[src/rtl/nn_pkg.sv]
// Shared definitions for the neural-network sequencer blocks:
// instruction word, END_OF_PROGRAM marker and fetch FSM state encoding.
package nn_pkg;

  localparam int unsigned INSTR_WIDTH = 8;
  localparam int unsigned COUNT_WIDTH = 8;

  localparam logic [INSTR_WIDTH-1:0] END_OF_PROGRAM = 8'hFF;

  typedef enum logic [2:0] {
    IDLE  = 3'd0,
    FETCH = 3'd1,
    ISSUE = 3'd2,
    DONE  = 3'd3,
    ERROR = 3'd4
  } fetch_state_t;

  // Saturating increment for the issue counter
  function automatic logic [COUNT_WIDTH-1:0] sat_inc(input logic [COUNT_WIDTH-1:0] v);
    return (v == {COUNT_WIDTH{1'b1}}) ? v : v + COUNT_WIDTH'(1);
  endfunction

endpackage

[src/rtl/instruction_fetch_unit.sv]
// Walks the instruction RAM from address 0 and issues one word per valid/ready
// handshake until END_OF_PROGRAM, or flags an error at the last address.
module instruction_fetch_unit
  import nn_pkg::*;
#(
  parameter int unsigned ADDR_WIDTH = 8,
  parameter int unsigned DATA_WIDTH = INSTR_WIDTH,
  parameter int unsigned LAST_ADDR  = 4
) (
  input  logic                   clk,
  input  logic                   reset,
  input  logic                   start,
  output logic [ADDR_WIDTH-1:0]  instr_ram_address,
  output logic                   instr_ram_enable,
  input  logic [DATA_WIDTH-1:0]  instr_ram_data,
  output logic [DATA_WIDTH-1:0]  instr,
  output logic                   instr_valid,
  input  logic                   instr_ready,
  output logic [COUNT_WIDTH-1:0] instr_count,
  output logic                   busy,
  output logic                   done,
  output logic                   error
);

  fetch_state_t state, state_nxt;

  logic [ADDR_WIDTH-1:0]  addr_nxt;
  logic [DATA_WIDTH-1:0]  instr_nxt;
  logic [COUNT_WIDTH-1:0] count_nxt;
  logic                   valid_nxt;
  logic                   enable_nxt;
  logic                   busy_nxt;
  logic                   done_nxt;
  logic                   error_nxt;

  // State and output registers
  always_ff @(posedge clk) begin
    if (reset) begin
      state             <= IDLE;
      instr_ram_address <= '0;
      instr_ram_enable  <= 1'b0;
      instr             <= '0;
      instr_valid       <= 1'b0;
      instr_count       <= '0;
      busy              <= 1'b0;
      done              <= 1'b0;
      error             <= 1'b0;
    end else begin
      state             <= state_nxt;
      instr_ram_address <= addr_nxt;
      instr_ram_enable  <= enable_nxt;
      instr             <= instr_nxt;
      instr_valid       <= valid_nxt;
      instr_count       <= count_nxt;
      busy              <= busy_nxt;
      done              <= done_nxt;
      error             <= error_nxt;
    end
  end

  // Next-state and next-output logic
  always_comb begin
    state_nxt = state;
    addr_nxt  = instr_ram_address;
    instr_nxt = instr;
    valid_nxt = instr_valid;
    count_nxt = instr_count;
    done_nxt  = done;
    error_nxt = error;

    case (state)
      IDLE: begin
        if (start) begin
          addr_nxt  = '0;
          count_nxt = '0;
          state_nxt = FETCH;
        end
      end
      FETCH: begin
        if (instr_ram_data == DATA_WIDTH'(END_OF_PROGRAM)) begin
          done_nxt  = 1'b1;
          state_nxt = DONE;
        end else begin
          instr_nxt = instr_ram_data;
          valid_nxt = 1'b1;
          state_nxt = ISSUE;
        end
      end
      ISSUE: begin
        if (instr_ready) begin
          valid_nxt = 1'b0;
          count_nxt = sat_inc(instr_count);
          // The address never moves past the last slot; running out is an error
          if (instr_ram_address == ADDR_WIDTH'(LAST_ADDR)) begin
            error_nxt = 1'b1;
            state_nxt = ERROR;
          end else begin
            addr_nxt  = instr_ram_address + ADDR_WIDTH'(1);
            state_nxt = FETCH;
          end
        end
      end
      DONE, ERROR: begin
        if (start) begin
          done_nxt  = 1'b0;
          error_nxt = 1'b0;
          addr_nxt  = '0;
          count_nxt = '0;
          state_nxt = FETCH;
        end
      end
      default: state_nxt = IDLE;
    endcase

    // Decoded from the next state so these stay registered yet track the FSM
    enable_nxt = (state_nxt == FETCH);
    busy_nxt   = (state_nxt == FETCH) || (state_nxt == ISSUE);
  end

endmodule

[config.mk]
export PLATFORM = sky130hd
export DESIGN_NAME = instruction_fetch_unit
export DESIGN_NICKNAME = d
export VERILOG_FILES = /design/src/rtl/nn_pkg.sv /design/src/rtl/instruction_fetch_unit.sv
export SDC_FILE = /design/constraint.sdc
export NUM_CORES = 1
export LEC_CHECK = 0
export ABC_AREA = 0
export CAP_MARGIN = 20
export CORE_ASPECT_RATIO = 1.75
export CORE_MARGIN = 5
export CORE_UTILIZATION = 40
export CTS_CLUSTER_SIZE = 30
export DETAILED_ROUTE_END_ITERATION = 10
export GPL_ROUTABILITY_DRIVEN = 0
export PLACE_DENSITY = 0.71
export RECOVER_POWER = 50
export SYNTH_ARGS = -nofsm -noshare
export SYNTH_HDL_FRONTEND = slang
export SYNTH_SLANG_ARGS = --single-unit
[constraint.sdc]
create_clock -name clk -period 2 [get_ports clk]
set_input_delay 0.3 -clock clk [delete_from_list [all_inputs] [get_ports clk]]
set_output_delay 0.3 -clock clk [all_outputs]
set_load 0.1 [all_outputs]
**Word level (Yosys, flattened, before mapping)**

Index checks and enable logic that the tools add are counted.

- Logic and storage cells: 64
- Flip-flop bits (word level): 32
- Output and inout bits: 29

- Bitwise gates (word level): 1
- Multiplexer cells: 21
- Reduce and logical (&&, ||, !) cells: 14
- Equal/unequal tests: 17
- $add $sub $neg: 2

Operators with widths:

| operator | number |
|---|---|
| 8-bit two-way mux | 5 |
| 8-bit one-hot mux with 2 select lines | 2 |
| 8-bit by 1-bit adder with 8-bit output (second input constant) | 2 |
| 8-bit equality test (second input constant) | 2 |
| 2-bit inequality test (second input constant) | 7 |
| 4-bit AND reduction | 3 |
| 3-bit by 2-bit equality test with 1-bit output (second input constant) | 3 |
| 3-bit two-way mux | 3 |
| 3-bit one-hot mux with 3 select lines | 1 |
| 8-bit by 3-bit equality test with 1-bit output (second input constant) | 1 |
| 2-bit nonzero test | 4 |
| 1-bit two-way mux | 7 |
| 3-bit by 1-bit equality test with 1-bit output (second input constant) | 2 |
| 1-bit one-hot mux with 2 select lines | 3 |
| 3-bit AND reduction | 2 |
| 3-bit equality test (second input constant) | 1 |
| 3-bit logical NOT | 1 |
| 3-bit OR reduction | 1 |
| 2-bit by 1-bit inequality test with 1-bit output (second input constant) | 1 |
| 2-bit AND reduction | 1 |
| 2-bit OR reduction | 1 |
| 1-bit logical OR | 1 |
| 1-bit NOT | 1 |

**Logic depth before layout (Yosys ltp)**

Gate-level depths: netlist of the first run.

- Depth in word-level cells: 6
- Mapped depth: 7
- Depth with buffers taken out: 6

**Worst setup path after synthesis of the first run**

OpenSTA, ideal clock, no wires.

- Path kind: reg2reg
- From: register instr_ram_address[0]
- To: register instr_ram_address[1]
- Arrival time: 2.361 ns
- Path slack: -0.432 ns
- Buffers on the path: 1
- Stages on the path, launching flop included: 8
- Data required time: 1.929 ns
- Library setup time: 0.071 ns
- Cell sequence: dfxtp_1 > inv_1 > ha_1 > nor4b_1 > and4_1 > clkbuf_1 > or3b_2 > a21oi_1

- Cells in the longest elaborated chain, start to end: 4

Ends and longest elaborated chain:

| element | line | RTL |
|---|---|---|
| start, declared | instruction_fetch_unit.sv:13 | `output logic [ADDR_WIDTH-1:0] instr_ram_address,` |
| start signal, assigned | instruction_fetch_unit.sv:50 | `instr_ram_address <= addr_nxt;` |
| 8-bit by 1-bit adder with 8-bit output | instruction_fetch_unit.sv:98 | `addr_nxt = instr_ram_address + ADDR_WIDTH'(1);` |
| 8-bit two-way mux | instruction_fetch_unit.sv:94 | `if (instr_ram_address == ADDR_WIDTH'(LAST_ADDR)) begin` |
| 8-bit two-way mux | instruction_fetch_unit.sv:90 | `if (instr_ready) begin` |
| 8-bit one-hot mux with 2 select lines | instruction_fetch_unit.sv:71 | `case (state)` |

Several ways; a longest one is shown, not always the timed one. The select of a mux whose other input is x is not followed.
A chain may end at the register's enable or synchronous reset.

**Final worst setup path of the first run**

- From: register state[0]
- To: register busy

- Cells in the longest elaborated chain, start to end: 5

Ends and longest elaborated chain:

| element | line | RTL |
|---|---|---|
| start, declared | instruction_fetch_unit.sv:25 | `fetch_state_t state, state_nxt;` |
| start signal, assigned | instruction_fetch_unit.sv:49 | `state <= state_nxt;` |
| 3-bit by 2-bit equality test with 1-bit output (tied with other cells) | instruction_fetch_unit.sv:71 |  |
| 3-bit OR reduction (no source line) | -- |  |
| 3-bit one-hot mux with 3 select lines (*) | instruction_fetch_unit.sv:71 |  |
| 3-bit by 1-bit equality test with 1-bit output / 3-bit by 2-bit equality test with 1-bit output (equally long branches) | instruction_fetch_unit.sv:117 | `busy_nxt = (state_nxt == FETCH) \|\| (state_nxt == ISSUE);` |
| 1-bit logical OR (*) | instruction_fetch_unit.sv:117 |  |
| end signal, assigned | instruction_fetch_unit.sv:55 | `busy <= busy_nxt;` |
| end, declared | instruction_fetch_unit.sv:20 | `output logic busy,` |

Every way passes the cells marked *; elsewhere a longest branch is shown, timed or not.

==> results of run 1 <==
metrics by stage:
step	instance area [um2]	power [W]	setup slack (ns)
4_1_cts	2150	0.00173	0.188
3_3_place_gp	2030	0.00109	-0.0157
5_1_grt	2080	0.00176	0.0942
6_report	2080	0.00169	0.199
2_1_floorplan	1580	0.000979	0.0272
3_5_place_dp	2030	0.00109	-0.0553
worst register-to-register path, stage by stage, from the launching register on:
cell	delay [ns]
dfxtp_1	0.44
mux2_2	0.37
a32oi_1	0.24
buf_4	0.22
nor4b_1	0.08
buf_4	0.15
a31o_2	0.20
state kept, by name (all words and copies together), names as in the netlist:
| name | count |
|---|---|
| done | 1 |
| error | 1 |
| busy | 1 |
| instr_valid | 1 |
| instr_ram_enable | 1 |
| instr | 8 |
| instr_count | 8 |
| instr_ram_address | 8 |
| state | 3 |
placed cells by master, fill, tap and decap left out, drive strengths merged, types with 2 or more instances in the layout:
cell type,netlist,final
nand3b,3,3
nand4,3,3
nand3,6,6
nor4b,2,2
buf,5,15
and4,2,2
clkbuf,6,37
inv,8,8
o31ai,9,9
nor3,2,2
nor4,2,2
or3,7,7
nor2,12,12
nor3b,3,3
nand2,8,8
a21oi,21,21
o21ai,8,8
mux2i,8,8
clkdlybuf4s50,0,10
and3,2,2
ha,3,3
nand2b,2,2
and3b,2,2
a211oi,2,2
or3b,5,5
or4,7,7
dfxtp,32,32
worst max-delay path by stage:
stage                                     start                     endpoint  slack, ns  depth (start not counted)
finish                      state[0]$_SDFF_PP0_              busy$_SDFF_PP0_       0.20                          6
global placement                          start              busy$_SDFF_PP0_      -0.02                          7
CTS                         state[0]$_SDFF_PP0_              busy$_SDFF_PP0_       0.19                          6
detailed placement            instr_ram_data[6]        instr[4]$_SDFFE_PP0P_      -0.06                          5
global route                state[0]$_SDFF_PP0_              busy$_SDFF_PP0_       0.09                          6
floorplan           instr_count[7]$_SDFFE_PP0P_  instr_count[5]$_SDFFE_PP0P_       0.03                          5
layer usage:
metal	vias to the layer above	GRT usage, %	wire length [um]
met5	-	0	0
met3	6	4.60	228
met2	31	26.6	1940
li1	771	-	-
met1	715	14.6	1330
met4	0	6.96	69
power by group through the flow:
stage                     combinational (W)  sequential [W]  clock (W)
after CTS                          0.000392        0.000687   0.000648
after detailed placement           0.000391        0.000701          0
final                              0.000374        0.000686   0.000625
after floorplan                    0.000119        0.000859          0
after global placement             0.000389        0.000700          0
after global routing               0.000398        0.000690   0.000672
cell families (layout without fill, tap and decap cells):
family | after synthesis | in the layout | synth area share (%)
buffers and inverters | 19 | 71 | 4.99
adders and majority gates | 3 | 3 | 2.42
muxes | 9 | 9 | 5.88
DFF | 32 | 32 | 41.2
AOI/OAI and AO/OA | 46 | 46 | 17.9
and+or+nand+nor | 71 | 71 | 27.6
final cells by class:
type                       instances  share of cell area, %
multi-input combinational        129                   40.2
inverter                           8                   1.44
clock buffer                       8                   5.84
sequential                        32                   31.9
timing repair buffer              55                   17.7
tap                               48                   2.89
==> summary.md, run 1 <==
| Metric | Value |
|---|---|
| Fin cells | `280` |
| Detailed placement HPWL | `between 2000 and 3000 um` |
| Crit path launch type | `register` |
| Synth Flop Type | `dfxtp_1` |
| Clock Sinks | `32` |
| Hold path endpoint | `instr[7]$_SDFFE_PP0P_` |
| Layout cells sized above 1 | `between 30% and 40%` |
| Die height | `92.5 um` |
| Min-delay worst type | `register to register` |
| WL/cell | `12.7 um` |
| Layout Utilization | `between 50% and 60%` |
| Async S/R FF share, synth | `0%` |
| Die W | `57.1 um` |
| Tcrit/Tclk final | `between 90 and 100%` |
| Power per cell area | `approximately 810 nW/um2` |
| Post-synth EDFFs | `0` |
| DIE AREA | `~5300 um2` |
| GRT Util Overall | `~15%` |
| Post-synth net total | `195` |
| Fillcell total | `407` |
| LEAKAGE | `0.838 nW` |
| First-pass GRT wire length | `roughly 6200 um` |
| CP required | `between 2 and 2.5 ns` |
| Sequential share of the synthesized area | `between 40 and 50%` |
| Worst-Margin Slew | `0.769 ns` |
| Fmax | `555 MHz` |
| Initial antenna violation count | `0` |
| Most common cell on crit path | `buf_4` |
| CTS tree | `yes` |
| Worst Path Arrival | `1.98 ns` |
| Path depth of the worst reg2reg path | `6` |
| Final Slew Violations | `0` |
| Crit path max-delay family | `flip-flops` |
| Max-cap violation count | `0` |
| Slowest cell on crit path | `dfxtp_1` |
| Hold Path Stages | `2` |
| Router iterations before antenna repair | `4` |
| Top cells by area, synth | `dfxtp_1 (41%), a21oi_1 (6.8%), mux2i_1 (5.2%), o31ai_1 (4.3%), or4_1 (3.4%)` |
| Initial Utilization | `between 40% and 50%` |
| Setup-failing EPs final | `0` |
| Postcts setup bufs | `0` |
| Top Ports | `between 40 and 50` |
| Synth area leader | `dfxtp_1` |
| Ys Warns | `0` |
| Cells along the critical path | `mux2_2, a32oi_1, buf_4, nor4b_1, buf_4, a31o_2` |
| Vias | `~1,500` |
| Logic pwr share | `about 22%` |
| Clock slew at reported path FFs | `0.07 ns` |
| WL final | `about 3600 um` |
| Storage cell area | `approximately 660 um2` |
| Crit Reg-Reg Endpoint | `busy$_SDFF_PP0_` |
| Status | `completed` |
| Placeable Area | `between 3000 and 4000 um2` |
| R2R Setup Slk | `0.20 ns` |
| Final Critical Period | `between 1.5 and 2 ns` |
| Num CTS Buffers | `5` |
| Post-Syn Instances | `180` |
| Psw | `roughly 0.00052 W` |
| Skew-Pair Late Insertion Delay | `0.28 ns` |
| Top post-synthesis cells by count | `dfxtp_1 (32), a21oi_1 (21), nor2_1 (12)` |
| Post-Syn Area | `1550 um2` |
| Hold slack | `~0.46 ns` |
| Int Power | `0.00116 W` |
| # port buffers | `40` |
| FF-to-FF Start | `state[0]$_SDFF_PP0_` |
| Final Hold Fails | `0` |
| Setup tns final | `0 ns` |
| Initial DRC count | `9` |
| Rows | `30` |
| Worst Min Path Start | `instr[7]$_SDFFE_PP0P_` |
| Placed insts | `between 200 and 300` |
| Crit-path max FO | `13` |
| Vias per cell | `between 5 and 6` |
| Area grow syn2layout | `33.8%` |
| Reg power frac | `between 40% and 50%` |
| Setup CP Type | `register to register` |
| Max Clock Skew | `about 0.0048 ns` |
| Clk pwr share | `37.1%` |
| CTS Buffer Depth | `2` |
| NumNets Final | `around 250` |
| Relative slew slack | `~50%` |
| CTS resizes | `0` |
| CP Capture Type | `register` |
| Syn avg cell area | `between 8 and 9 um2` |
| DRC | `0` |
| Switching share of power | `a little under a third` |
| Grt ovf | `0` |
| Crit path buffers/inverters | `2` |
| Worst VDD drop | `roughly 0.00067 V` |
| Vias in the first global route | `approximately 1,400` |
| Hold_buf cts | `0` |
| Synth unique cells | `37` |
| Synth top area share | `slightly above 40%` |
| Largest net degree at the start of global routing | `15` |
| Ant diodes | `0` |
| Root buf cell | `clkbuf_8` |
| H-tree Lvls | `2` |
| Top-count cell post-synth | `dfxtp_1` |
| Post-DRT Antenna Nets | `0` |
| Multi-input logic area | `approximately 840 um2` |
| RSZ-0062 raised after global routing | `false` |
| #FFs+latches synth | `32` |
| Slowest stage delay, CP | `0.44 ns` |
No activity file was read; power rests on OpenSTA's default activity.
==> inputs of run 2 (changes only) <==
SLEW_MARGIN = 0   (was not set)
TNS_END_PERCENT = 20   (was not set)
==> run 2 against run 1 <==
Clock skew is 0.0011 ns higher. Non-clock buffer count rose by 1. Setup slack lost 0.016 ns. Register-to-register slack worse by 0.02 ns. First-iteration DRC count rose to 3.0 times the previous value. Critical path type unchanged. Critical endpoint unchanged.
==> summary.md, run 2 (synthesized netlist as in run 1, its figures left out) <==
| Metric | Value |
|---|---|
| H-tree Lvls | `2` |
| Fin cells | `280` |
| Skew-Pair Late Insertion Delay | `about 0.29 ns` |
| Min-delay worst type | `register to register` |
| Vias | `around 1,500` |
| WL/cell | `about 13 um` |
| WL final | `approximately 3700 um` |
| Top Ports | `just over 40` |
| Post-DRT Antenna Nets | `0` |
| First-pass GRT wire length | `about 6400 um` |
| DP Area | `2040 um2` |
| Largest net degree at the start of global routing | `15` |
| M1 WL | `around 1400 um` |
| Final Hold Fails | `0` |
| CTS tree | `yes` |
| RSZ-0062 raised after global routing | `false` |
| CP required | `~2.2 ns` |
| Final worst slack | `roughly 0.18 ns` |
| Detailed placement HPWL | `2790 um` |
| Worst Min Path Start | `error$_SDFFE_PP0P_` |
| Hold path endpoint | `error$_SDFFE_PP0P_` |
| Commonest non-fill, non-tap cell in the layout | `clkbuf_2` |
| Power per cell area | `~750 nW/um2` |
| Final instance area | `2040 um2` |
| Num CTS Buffers | `5` |
| CP Capture Type | `register` |
| Crit path launch type | `register` |
| Worst Path Arrival | `approximately 2.0 ns` |
| Vias in the first global route | `~1,500` |
| Placed insts | `roughly 270` |
| DR WL met2 | `roughly 2000 um` |
| Initial DRC count | `27` |
| Hold_buf cts | `0` |
| DRC | `0` |
| Postcts setup bufs | `0` |
| Crit-path max FO | `13` |
| Max Clock Skew | `about 0.006 ns` |
| Ant diodes | `0` |
| Top flop regs | `instr (8), instr_count (8), instr_ram_address (8)` |
| Met3 Wirelength | `186 um` |
| Fmax | `550 MHz` |
| CTS Buffer Depth | `2` |
| Rows | `30` |
| Clock Sinks | `32` |
| Relative slew slack | `between 60% and 70%` |
| Initial Utilization | `approximately 41%` |
| Initial antenna violation count | `0` |
| # port buffers | `40` |
| CTS resizes | `0` |
| Vias per cell | `approximately 5.4` |
| Grt ovf | `0` |
| Root buf cell | `clkbuf_8` |
| Tcrit/Tclk final | `approximately nine tenths` |
| Setup CP Type | `register to register` |
| NumNets Final | `roughly 250` |
| Hold Path Stages | `2` |
| GRT Util Overall | `15.6%` |
| Max-cap violation count | `0` |
| Final Critical Period | `1.82 ns` |
| Worst slack at placement | `approximately 0.027 ns` |
| Router iterations before antenna repair | `4` |
| Commonest cells after routing, fill and taps aside | `clkbuf_2 (29), a21oi_1 (21), dfxtp_1 (18)` |
| R2R Setup Slk | `0.18 ns` |
| Layout Utilization | `between 50% and 60%` |
| Setup-failing EPs final | `0` |
| Worst VDD drop | `~0.00047 V` |
| LEAKAGE | `0.821 nW` |
| Status | `completed` |
| FF-to-FF Start | `state[0]$_SDFF_PP0_` |
| Crit Reg-Reg Endpoint | `busy$_SDFF_PP0_` |
| Area grow syn2layout | `31.4%` |
| Path depth of the worst reg2reg path | `6` |
| DIE AREA | `5280 um2` |
| Die height | `between 90 and 100 um` |
| Layout cells sized above 1 | `32.3%` |
| Placeable Area | `approximately 3800 um2` |
| Worst-Margin Slew | `around 0.55 ns` |
| Final Slew Violations | `0` |
| Clock slew at reported path FFs | `approximately 0.06 ns` |
| Top routing layer used | `met4` |
| Die W | `approximately 57 um` |
[run 2: changes by cell type in the layout (fill, tap and decap cells not counted), sizes merged]
cell,previous run,this run
clkinv,0,1
buf,15,16
clkbuf,37,35
[run 2: worst max path at each step]
stage / end / startpoint / cells past startpoint / slack, ns
after floorplan: instr_count[5]$_SDFFE_PP0P_ / instr_count[6]$_SDFFE_PP0P_ / 5 / -0.03
after global placement: instr_count[4]$_SDFFE_PP0P_ / instr_ready / 6 / 0.04
after detailed placement: instr_ram_address[3]$_SDFFE_PP0P_ / instr_ready / 6 / 0.03
after CTS: busy$_SDFF_PP0_ / state[0]$_SDFF_PP0_ / 6 / 0.17
after global routing: busy$_SDFF_PP0_ / state[0]$_SDFF_PP0_ / 6 / 0.04
final: busy$_SDFF_PP0_ / state[0]$_SDFF_PP0_ / 6 / 0.18
[run 2: critical path: stages (launching register included)]
cell and delay (ns):
dfxtp_1 0.47, mux2_2 0.38, a32oi_1 0.23, buf_4 0.21, nor4b_1 0.07, buf_4 0.15
a31o_2 0.20
[run 2: layout make-up]
type | instances | area (um2)
tap | 48 | 60.1
sequential | 32 | 663
clock inverter | 1 | 5.00
multi-input combinational | 129 | 836
clock buffer | 6 | 72.6
timing repair buffer | 56 | 375
inverter | 8 | 30.0
fill | 412 | 1790
[run 2: routing by layer]
layer | vias up | global-route usage (%)
met1 | 719 | 15.7
met3 | 7 | 4.74
met2 | 31 | 27.5
met4 | 0 | 9.09
met5 | - | 0
li1 | 766 | -
[run 2: metrics by stage]
step	total power (W)	TNS, ns	hold slack, ns
after CTS	0.00157	0	0.461
after global placement	0.00109	0	0.444
after floorplan	0.000979	-0.0770	0.444
after detailed placement	0.00110	0	0.448
after global routing	0.00161	0	0.498
final	0.00153	0	0.457
[run 2: power breakdown]
group	internal [W]	leakage, nW	switching (W)	total (W)
registers	0.000664	0.268	0.0000228	0.000687
clock network	0.000236	0.0410	0.000232	0.000468
logic	0.000116	0.512	0.000261	0.000377
total	0.00102	0.821	0.000516	0.00153
